$ cat src/rtl/lock_pkg.sv
// rtl/lock_pkg.sv - state encodings, LED patterns and digit helpers for the code lock
package lock_pkg;

  typedef enum logic [1:0] {
    ST_ENTRY   = 2'b00,
    ST_OPEN    = 2'b01,
    ST_LOCKOUT = 2'b10
  } state_t;

  localparam logic [3:0] LED_OPEN  = 4'b1111;
  localparam logic [3:0] LED_ALARM = 4'b1001;
  localparam logic [3:0] LED_OFF   = 4'b0000;

  // Digit k of the code, first digit in the top nibble.
  function automatic logic [3:0] code_digit(input logic [15:0] code, input int k);
    logic [15:0] s;
    s = code << (4 * k);
    return s[15:12];
  endfunction

  function automatic logic [3:0] thermo(input int n);
    logic [3:0] r;
    r = '0;
    for (int i = 0; i < 4; i++) begin
      if (i < n) r[i] = 1'b1;
    end
    return r;
  endfunction

endpackage

$ cat src/rtl/lock_timer.sv
// rtl/lock_timer.sv - loadable down-counter shared by the open and lockout phases
module lock_timer #(
  parameter int W = 8
) (
  input  logic         iclk,
  input  logic         irst,
  input  logic         iload,
  input  logic [W-1:0] ivalue,
  input  logic         ien,
  output logic         ozero
);

  logic [W-1:0] count;

  // Load wins over decrement; the count parks at zero.
  always_ff @(posedge iclk) begin
    if (irst) begin
      count <= '0;
    end else if (iload) begin
      count <= ivalue;
    end else if (ien && (count != '0)) begin
      count <= count - W'(1);
    end
  end

  assign ozero = (count == '0);

endmodule

$ cat src/rtl/lock_sequencer.sv
// rtl/lock_sequencer.sv - multi-digit code entry with open timeout and wrong-code lockout
module lock_sequencer
  import lock_pkg::*;
#(
  parameter int          CODE_LEN       = 4,
  parameter logic [15:0] CODE           = 16'hA5C3,
  parameter int          MAX_TRIES      = 3,
  parameter int          OPEN_CYCLES    = 100_000_000,
  parameter int          LOCKOUT_CYCLES = 500_000_000
) (
  input  logic       iclk,
  input  logic       irst,
  input  logic [3:0] isw,
  input  logic       ibtn,
  output logic [3:0] oled,
  output logic       oopen,
  output logic       oalarm
);

  localparam int IW   = $clog2(CODE_LEN + 1);
  localparam int FW   = $clog2(MAX_TRIES + 1);
  localparam int TMAX = (OPEN_CYCLES > LOCKOUT_CYCLES) ? OPEN_CYCLES : LOCKOUT_CYCLES;
  localparam int TW   = $clog2(TMAX);

  localparam logic [TW-1:0] T_OPEN = TW'(OPEN_CYCLES - 1);
  localparam logic [TW-1:0] T_LOCK = TW'(LOCKOUT_CYCLES - 1);

  state_t          state;
  state_t          next_state;
  logic [IW-1:0]   idx;
  logic            err;
  logic [FW-1:0]   fails;
  logic            btn_q;
  logic            press;
  logic            digit_ok;
  logic            last_digit;
  logic            code_ok;
  logic            lock_trip;
  logic            t_load;
  logic [TW-1:0]   t_value;
  logic            t_zero;

  assign press      = ibtn & ~btn_q;
  assign digit_ok   = (isw == code_digit(CODE, int'(idx)));
  assign last_digit = (idx == IW'(CODE_LEN - 1));
  assign code_ok    = ~err & digit_ok;
  assign lock_trip  = ((int'(fails) + 1) == MAX_TRIES);

  lock_timer #(.W(TW)) u_timer (
    .iclk   (iclk),
    .irst   (irst),
    .iload  (t_load),
    .ivalue (t_value),
    .ien    (1'b1),
    .ozero  (t_zero)
  );

  always_ff @(posedge iclk) begin
    if (irst) begin
      state <= ST_ENTRY;
    end else begin
      state <= next_state;
    end
  end

  always_comb begin
    next_state = state;
    t_load     = 1'b0;
    t_value    = T_OPEN;
    case (state)
      ST_ENTRY: begin
        if (press && last_digit) begin
          if (code_ok) begin
            next_state = ST_OPEN;
            t_load     = 1'b1;
            t_value    = T_OPEN;
          end else if (lock_trip) begin
            next_state = ST_LOCKOUT;
            t_load     = 1'b1;
            t_value    = T_LOCK;
          end
        end
      end
      ST_OPEN: begin
        if (press || t_zero) next_state = ST_ENTRY;
      end
      ST_LOCKOUT: begin
        if (t_zero) next_state = ST_ENTRY;
      end
      default: next_state = ST_ENTRY;
    endcase
  end

  // Digit bookkeeping only moves on presses seen in ST_ENTRY; btn_q tracks in every state.
  always_ff @(posedge iclk) begin
    if (irst) begin
      idx   <= '0;
      err   <= 1'b0;
      fails <= '0;
      btn_q <= 1'b0;
    end else begin
      btn_q <= ibtn;
      if ((state == ST_ENTRY) && press) begin
        if (last_digit) begin
          idx <= '0;
          err <= 1'b0;
          if (code_ok || lock_trip) begin
            fails <= '0;
          end else begin
            fails <= fails + FW'(1);
          end
        end else begin
          idx <= idx + IW'(1);
          if (!digit_ok) err <= 1'b1;
        end
      end
    end
  end

  always_comb begin
    oled   = LED_OFF;
    oopen  = 1'b0;
    oalarm = 1'b0;
    case (state)
      ST_ENTRY:   oled = thermo(int'(idx));
      ST_OPEN: begin
        oled  = LED_OPEN;
        oopen = 1'b1;
      end
      ST_LOCKOUT: begin
        oled   = LED_ALARM;
        oalarm = 1'b1;
      end
      default:    oled = LED_OFF;
    endcase
  end

  a_exclusive: assert property (@(posedge iclk) disable iff (irst) !(oopen && oalarm));
  a_idx_range: assert property (@(posedge iclk) disable iff (irst) (int'(idx) < CODE_LEN));

endmodule

$ cat config.mk
export PLATFORM = sky130hd
export DESIGN_NAME = lock_sequencer
export DESIGN_NICKNAME = d
export VERILOG_FILES = /design/src/rtl/lock_pkg.sv /design/src/rtl/lock_timer.sv /design/src/rtl/lock_sequencer.sv
export SDC_FILE = /design/constraint.sdc
export NUM_CORES = 1
export LEC_CHECK = 0
export ABC_CLOCK_PERIOD_IN_PS = 3750
export CORE_ASPECT_RATIO = 1.4
export CORE_MARGIN = 4
export CORE_UTILIZATION = 30
export DETAILED_ROUTE_END_ITERATION = 6
export PLACE_DENSITY_LB_ADDON = 0.2
export SYNTH_ARGS = -nofsm -noshare
export SYNTH_HDL_FRONTEND = slang
export SYNTH_SLANG_ARGS = --single-unit
$ cat constraint.sdc
create_clock -name iclk -period 3.75 [get_ports iclk]
set_input_delay 0.375 -clock iclk [delete_from_list [all_inputs] [get_ports iclk]]
set_output_delay 0.375 -clock iclk [all_outputs]
set_load 0.02 [all_outputs]
# Yosys cells after proc, flatten, opt, wreduce, memory -nomap -nowiden
# Index checks and enable logic that the tools add are counted.
# totals
reg_bits	38
latch_bits	0
output_inout_bits	6
wordCells	67
mem_bits_ro	0
mem_count	0
inputBits	7
mem_bits_rw	0
# op_classes
n_shift	1
reduce_logical	11
n_mux	27
order_cmp	4
n_addsub	4
eq_ne	10
bitwise	4
mul	0
n_div	0
# op_table
op	count
two-way mux 29 bit	6
zero test 29 bit	1
nonzero test 29 bit	1
subtractor 29 x 1 -> 29 bit, second input constant	1
left shift 16 x 5 -> 16 bit, first input constant	1
two-way mux 1 bit	12
two-way mux 2 bit	6
case mux 4 bit (3 select lines)	1
equality test 3 x 2 -> 1 bit, second input constant	2
less-than comparator 1 x 3 -> 1 bit, first input constant	2
less-than comparator 2 x 3 -> 1 bit, first input constant	2
!= test 2 bit, second input constant	3
case mux 2 bit (3 select lines)	1
equality test 4 bit	1
AND reduction 2 bit	2
AND reduction 4 bit	1
adder 2 x 1 -> 3 bit, second input constant	1
adder 3 x 1 -> 3 bit, second input constant	1
two-way mux 3 bit	1
!= test 3 bit, second input constant	1
adder 2 x 1 -> 2 bit, second input constant	1
AND 1 bit	2
equality test 2 x 1 -> 1 bit, second input constant	1
equality test 2 bit, second input constant	1
other kinds (6)	9

# Depth between registers and ports, before layout
# Gate-level depths: netlist (run 1).
# logic_depth
depth_word	7
ltp_mapped	9
depth_no_buf	8

# Modules after synthesis
# Synthesis (run 1) repeated with hierarchy kept, for this count alone.
# unflattened
cells_unflattened	308
hier_area_um2	2552.4
# by_module_without_submodules
module	seq_area_each_um2	n_inst	cells_per_inst	area_per_inst_um2
lock_timer	580.6	1	217	1836.8
lock_sequencer	180.2	1	91	715.7

# Worst setup path after synthesis (run 1)
# No wires, ideal clock.
# synth_timing
kind	register to register
startpoint	register u_timer.count[8]
endpoint	register u_timer.count[5]
synth_period_minus_slack_ps	2352
setup_ps	142
stages_incl_launch_ff	8
arrival_ps	2210
required_ps	3608
path_slack_ps	1398
cell_sequence	dfxtp_1 or4_4 or3_4 or4_1 clkbuf_1 nand3_1 xor2_1 a21oi_1
# synth_between
elab_chain_cells	2
# synth_rtl
item	line_no	rtl
from (decl)	lock_timer.sv:13	logic [W-1:0] count;
from (signal assigned)	lock_timer.sv:20	count <= ivalue;
from (signal assigned)	lock_timer.sv:22	count <= count - W'(1);
nonzero test 29 bit	lock_timer.sv:21	end else if (ien && (count != '0)) begin
nonzero test 2 bit (no line)	-	
# Every way passes these cells.
# A chain may end at the register's enable or synchronous reset.

# Worst setup path after layout (run 1)
# layout_timing
startpoint	register idx[0]
endpoint	register state[1]
# layout_between
elab_chain_cells	6
# layout_rtl
item	line_no	rtl
from (decl)	lock_sequencer.sv:30	logic [IW-1:0] idx;
from (signal assigned)	lock_sequencer.sv:113	idx <= idx + IW'(1);
left shift 16 x 5 -> 16 bit	lock_pkg.sv:17	s = code << (4 * k);
equality test 4 bit	lock_sequencer.sv:44	assign digit_ok = (isw == code_digit(CODE, int'(idx)));
AND 1 bit	lock_sequencer.sv:46	assign code_ok = ~err & digit_ok;
two-way mux 2 bit	lock_sequencer.sv:73	if (code_ok) begin
two-way mux 2 bit	lock_sequencer.sv:72	if (press && last_digit) begin
case mux 2 bit (3 select lines)	lock_sequencer.sv:70	case (state)
to (signal assigned)	lock_sequencer.sv:62	state <= next_state;
to (decl)	lock_sequencer.sv:28	state_t state;
# Parallel ways exist; a longest one is shown, timed or not. The select of a mux whose other input is x is not followed.

==> results.sh, run 1 <==
export IMPL_status="finished clean"
export IMPL_cts_max_path_buffers=2
export IMPL_vias=1757
export IMPL_place_gp_congestion=0.788
export IMPL_syn_num_nets=272
export IMPL_cts_resized=0
export IMPL_yosysWarnings=0
export IMPL_cts_max_level=2
export IMPL_dr_wl_met2_um=2420
export IMPL_hold_slack_ps=505
export IMPL_cts_setup_buffers=0
export IMPL_routed_top_layer="met4"
export IMPL_wl_met3_um=79
export IMPL_dpl_hpwl_um=3530
export IMPL_area_delta_synth_final_pct=16.0
export IMPL_layout_drive_gt1_share=0.0766
export IMPL_grt_pass1_vias=1857
export IMPL_wl_per_cell_um=12.7
export IMPL_timing_setup_tns_ps=0
export IMPL_fin_worst_skew_ps=5.76
export IMPL_grt_usage=0.127
export IMPL_hold_viol_final=0
export IMPL_dr_pass1_iters=4
export IMPL_avgSynthCellArea_um2=8.17
export IMPL_peakVddDrop_v=0.000325
export IMPL_cts_root_buf="clkbuf_8"
export IMPL_core_rowCount=35
export IMPL_synthXorXnorAreaFrac=0.109
export IMPL_die_x_um=78.4
export IMPL_worstSkewPairLatency_ps=290
export IMPL_cts_buffers=5
export IMPL_drtIter0Drc=52
export IMPL_powerDensity_mw_per_mm2=949
export IMPL_worstPathArrival_ps=2830
export IMPL_muxShareOfSynthArea=0.0102
export IMPL_crit_family="compound AO/OA/AOI/OAI gates"
export IMPL_finalWirelength_um=4670
export IMPL_drcViolationCount=0
export IMPL_rsz0062_at_grt="no"
export IMPL_grt_overflow=0
export IMPL_clkTransAtPathRegs_ps=70
export IMPL_synth_top_family_by_area="simple AND/OR/NAND/NOR gates"
export IMPL_crit_slowest_cell="or4_1"
export IMPL_die_h_um=107
export IMPL_start_kind="flop"
export IMPL_yosysUniqueCellTypes=40
export IMPL_p_leak_nw=0.890
export IMPL_drtAntennaViolNets=0
export IMPL_slew_violations=0
export IMPL_synth_adder_area_share=0.0601
export IMPL_antenna_found_initial=0
export IMPL_fillerInstances=730
export IMPL_grt_pass1_wl_um=8490
export IMPL_hold_class="flop to flop"
export IMPL_cts_hold_buf=0
export IMPL_cp_slowest_stage_delay_ps=520
export IMPL_dieArea_mm2=0.00836
export IMPL_numPortBuffers=12
export IMPL_crit_chain="inv_1 -> ha_1 -> xor2_1 -> a221oi_1 -> o2111a_1 -> o21ai_0 -> or4_1 -> a31oi_1"
export IMPL_synthCells=255
export IMPL_ys_ff_latch=38
export IMPL_end_kind="flop"
export IMPL_syn_cell_area_mm2=0.00208
export IMPL_worstMarginPinSlew_ps=661
export IMPL_core_area_mm2=0.00666
export IMPL_max_freq_mhz=383
export IMPL_slew_headroom=0.555
export IMPL_initial_core_util=0.313
export IMPL_cts_sinks=38
export IMPL_worstPathRequired_ps=3970
export IMPL_diodes=0
export IMPL_synthSimpleGateAreaFrac=0.277
export IMPL_critPathKind="flop to flop"
export IMPL_fin_crit_sh=0.697
export IMPL_finalSetupViolCount=0
export IMPL_io_pins=13
export IMPL_synth_seq_area_share=0.365
export IMPL_fin_crit_ps=2610
export IMPL_synth_compound_area_frac=0.144
export IMPL_met1_length_um=2050
export IMPL_critPathBufInv=1
export IMPL_crit_fanout=6
export IMPL_drt_vias_per_instance=4.80
export IMPL_cts_tree="done"
export IMPL_layout_nets=290
export IMPL_cap_viol_max_count=0
export IMPL_grt_max_degree=28
[logic make-up (layout without fill, tap and decap cells)]
logic type,after synthesis,count (layout)
multiplexers,2,2
AO/OA/AOI/OAI,53,53
buffers and inverters,17,36
XOR/XNOR,26,26
AND/OR/NAND/NOR,109,109
adder cells (fa/ha/maj),10,10
flip-flops,38,38
[stage by stage]
stage | power [mW] | setup slack (ps) | instances | area, µm² | util
2_1_floorplan | 1.70 | 1400 | 255 | 2080 | -
3_3_place_gp | 2.02 | 1140 | 358 | 2330 | 0.349
3_5_place_dp | 2.01 | 1130 | 358 | 2330 | 0.349
4_1_cts | 2.32 | 1110 | 366 | 2420 | 0.363
5_1_grt | 2.53 | 911 | 366 | 2420 | 0.363
6_report | 2.29 | 1140 | 366 | 2420 | 0.363
[path summary, 6_finish.rpt]
kind | slack [ps] | startpoint | end | depth (start not counted)
worst max-delay path | 1140 | idx[0] | state[1] | 8
worst min-delay path | 500 | fails[1] | fails[1] | 2
worst max register to register | 1140 | idx[0] | state[1] | 8
worst min register to register | 500 | fails[1] | fails[1] | 2
[per-layer routing]
| layer | global-route usage | vias to the layer above |
|---|---|---|
| li1 | - | 942 |
| met1 | 0.142 | 783 |
| met2 | 0.233 | 24 |
| met3 | 0.0210 | 8 |
| met4 | 0.0588 | 0 |
| met5 | 0 | - |
[flip-flops by register name (all words and copies together), names as in the netlist]
register	flops
err	1
btn_q	1
fails	2
u_timer.count	29
state	2
idx	3
[cells in the final DEF, fill, tap and decap left out, types with 5 or more instances in the layout]
cell             count
nor2_1              26
nand2_1             19
buf_4                5
dfxtp_1             38
xor2_1               8
nor4_1               8
nor3_1              15
clkbuf_8             6
o21ai_0              6
clkdlybuf4s50_1     12
ha_1                10
a21oi_1             34
nand3_1             14
inv_1               11
or4_1                5
xnor2_1             18
[power breakdown]
| part | total [mW] | switching (mW) | internal (mW) |
|---|---|---|---|
| logic | 1.30 | 0.733 | 0.566 |
| clock network | 0.289 | 0.141 | 0.148 |
| registers | 0.705 | 0.153 | 0.552 |
| total | 2.29 | 1.03 | 1.27 |
[final cells by class]
type	instances	area (µm²)	area share
Clock buffer	7	86.3	0.0357
Sequential cell	38	761	0.315
Multi-Input combinational cell	200	1250	0.518
Clock inverter	1	5.00	0.00207
Inverter	11	41.3	0.0171
Timing Repair Buffer	17	158	0.0652
Tap cell	92	115	0.0476
[worst reg2reg max path, stage by stage, from the launching register on]
cell	delay [ps]
dfxtp_1	440
inv_1	120
ha_1	370
xor2_1	180
a221oi_1	230
o2111a_1	340
o21ai_0	180
or4_1	520
a31oi_1	170
[cell usage after synthesis]
library cell   n  share of area
a21boi_0       1         0.0036
or3_4          1         0.0054
xor2_1         8          0.034
clkbuf_1       5         0.0090
o21bai_1       2         0.0072
mux2i_1        1         0.0048
mux2_2         1         0.0054
nor4b_1        3          0.013
a311oi_1       1         0.0042
nor4_4         1          0.010
or3_1          1         0.0030
nor4_1         8          0.024
o211ai_1       2         0.0072
a31oi_1        3         0.0090
a221oi_1       1         0.0042
a41oi_1        1         0.0042
o21ai_0        6          0.014
o2111a_1       1         0.0054
and2_1         2         0.0060
ha_1          10          0.060
nor3_1        15          0.036
o21ai_1        1         0.0024
nor2_2         1         0.0030
nand2b_1       2         0.0060
nor2b_1        1         0.0030
or3_2          2         0.0072
or4_4          1         0.0054
a21oi_1       34          0.082
xnor2_1       18          0.076
or2_2          2         0.0060
or4_1          5          0.018
buf_6          1         0.0054
nand4_1        2         0.0060
nor2_1        26          0.047
inv_1         11          0.020
nand3_1       14          0.034
nand2_1       19          0.034
nor3b_1        2         0.0072
and2b_1        1         0.0036
dfxtp_1       38           0.37
No activity file was read; power rests on OpenSTA's default activity.
==> run 2, diff against run 1 <==
ABC_CLOCK_PERIOD_IN_PS = 2500   (was 3750)
clock period = 2.5 ns   (was 3.75 ns; I/O delays follow)
==> run 2 against run 1 <==
Net effect:
- clock skew about the same
- via count up 6.1%
- flip-flop and latch count unchanged
- maximum frequency up 13%
- critical path type unchanged
- sequential power up 49%
- sequential share of layout area down 1.3 points
- cell count up 3.6%
- highest routed layer unchanged
==> results.sh, run 2 (same netlist as run 1, synthesis figures left out) <==
export IMPL_max_freq_mhz=432
export IMPL_finalWirelength_um=5080
export IMPL_fin_crit_sh=0.926
export IMPL_layout_commonest_cell="dfxtp_1"
export IMPL_peakVddDrop_v=0.000671
export IMPL_design_power_total_mw=3.72
export IMPL_cts_max_path_buffers=2
export IMPL_initial_core_util=0.313
export IMPL_status="finished clean"
export IMPL_wl_per_cell_um=13.4
export IMPL_p_leak_nw=0.957
export IMPL_worstSkewPairLatency_ps=290
export IMPL_wl_met3_um=154
export IMPL_cts_hold_buf=0
export IMPL_die_x_um=78.4
export IMPL_layout_nets=303
export IMPL_worstPathArrival_ps=2530
export IMPL_clkTransAtPathRegs_ps=80
export IMPL_finalSetupViolCount=0
export IMPL_dieArea_mm2=0.00836
export IMPL_dr_pass1_iters=4
export IMPL_drcViolationCount=0
export IMPL_grt_max_degree=27
export IMPL_io_pins=13
export IMPL_drt_vias_per_instance=4.92
export IMPL_grt_overflow=0
export IMPL_die_h_um=107
export IMPL_antenna_found_initial=0
export IMPL_placed_area_mm2=0.00242
export IMPL_dp_slack_ps=65.3
export IMPL_grt_usage=0.133
export IMPL_vias=1864
export IMPL_drtAntennaViolNets=0
export IMPL_largest_register_ff_count=29
export IMPL_place_gp_congestion=0.772
export IMPL_dpl_hpwl_um=3880
export IMPL_finish_utilization=0.378
export IMPL_numPortBuffers=12
export IMPL_worstMarginPinSlew_ps=600
export IMPL_setup_ws_ps=185
export IMPL_drtIter0Drc=58
export IMPL_cts_sinks=38
export IMPL_fin_area_mm2=0.00252
export IMPL_slew_headroom=0.596
export IMPL_grt_pass1_wl_um=8780
export IMPL_core_area_mm2=0.00666
export IMPL_top_regs="u_timer.count (29), idx (3)"
export IMPL_powerDensity_mw_per_mm2=1480
export IMPL_layout_drive_gt1_share=0.122
export IMPL_core_rowCount=35
export IMPL_diodes=0
export IMPL_cts_max_level=2
export IMPL_crit_fanout=4
export IMPL_hold_class="flop to flop"
export IMPL_fin_crit_ps=2320
export IMPL_rsz0062_at_grt="no"
export IMPL_cts_buffers=5
export IMPL_area_delta_synth_final_pct=20.9
export IMPL_cts_tree="done"
export IMPL_worstPathRequired_ps=2720
export IMPL_top_register="u_timer.count"
export IMPL_routed_top_layer="met4"
export IMPL_end_kind="flop"
export IMPL_dr_wl_met2_um=2690
export IMPL_met1_length_um=2090
export IMPL_final_cell_mix="38 x dfxtp_1, 34 x a21oi_1, 26 x nor2_1, 19 x nand2_1"
export IMPL_cts_root_buf="clkbuf_8"
export IMPL_slew_violations=0
export IMPL_timing_setup_tns_ps=0
export IMPL_fillerInstances=736
export IMPL_cts_resized=0
export IMPL_cap_viol_max_count=0
export IMPL_critPathKind="flop to flop"
export IMPL_start_kind="flop"
export IMPL_cts_setup_buffers=0
export IMPL_hold_viol_final=0
export IMPL_fin_worst_skew_ps=5.75
export IMPL_grt_pass1_vias=1939
==> run 2: final timing paths <==
kind | startpoint | end | slack [ps] | cells past startpoint
max | idx[0] | state[1] | 180 | 8
max reg2reg | idx[0] | state[1] | 180 | 8
min | fails[1] | fails[1] | 500 | 2
min reg2reg | fails[1] | fails[1] | 500 | 2
==> run 2: power breakdown <==
part / internal, mW / total, mW / leakage, nW / switching [mW]
registers: 0.828 / 1.05 / 0.311 / 0.217
clock network: 0.223 / 0.439 / 0.0482 / 0.216
logic: 1.05 / 2.24 / 0.598 / 1.19
==> run 2: layer usage <==
layer / GRT usage / vias up
li1: - / 967
met1: 0.141 / 857
met2: 0.253 / 30
met3: 0.0235 / 10
met4: 0.0588 / 0
met5: 0 / -
==> run 2: worst max-delay path: stages (launching register included) <==
cell and delay [ps]:
dfxtp_1 340, inv_1 80, ha_1 360, xor2_1 180, a221oi_1 210, o2111a_1 260, o21ai_0 150, or4_1 500
a31oi_1 160
==> run 2: through the flow <==
stage	hold slack [ps]	instances
floorplan	378	255
finish	502	379
detailed placement	492	371
CTS	510	379
global route	562	379
global placement	480	371
==> run 2: cell type report <==
cell class | instances | area, µm² | area share
multi-input combinational | 200 | 1250 | 0.498
sequential | 38 | 761 | 0.302
timing repair buffer | 30 | 255 | 0.101
tap | 92 | 115 | 0.0457
clock buffer | 7 | 86.3 | 0.0343
inverter | 11 | 41.3 | 0.0164
clock inverter | 1 | 5.00 | 0.00199
==> run 3, diff against run 2 <==
SKIP_LAST_GASP = 1   (was not set)
==> results of run 3 <==
Final layout, timing and power as in run 2 (identical DEF).
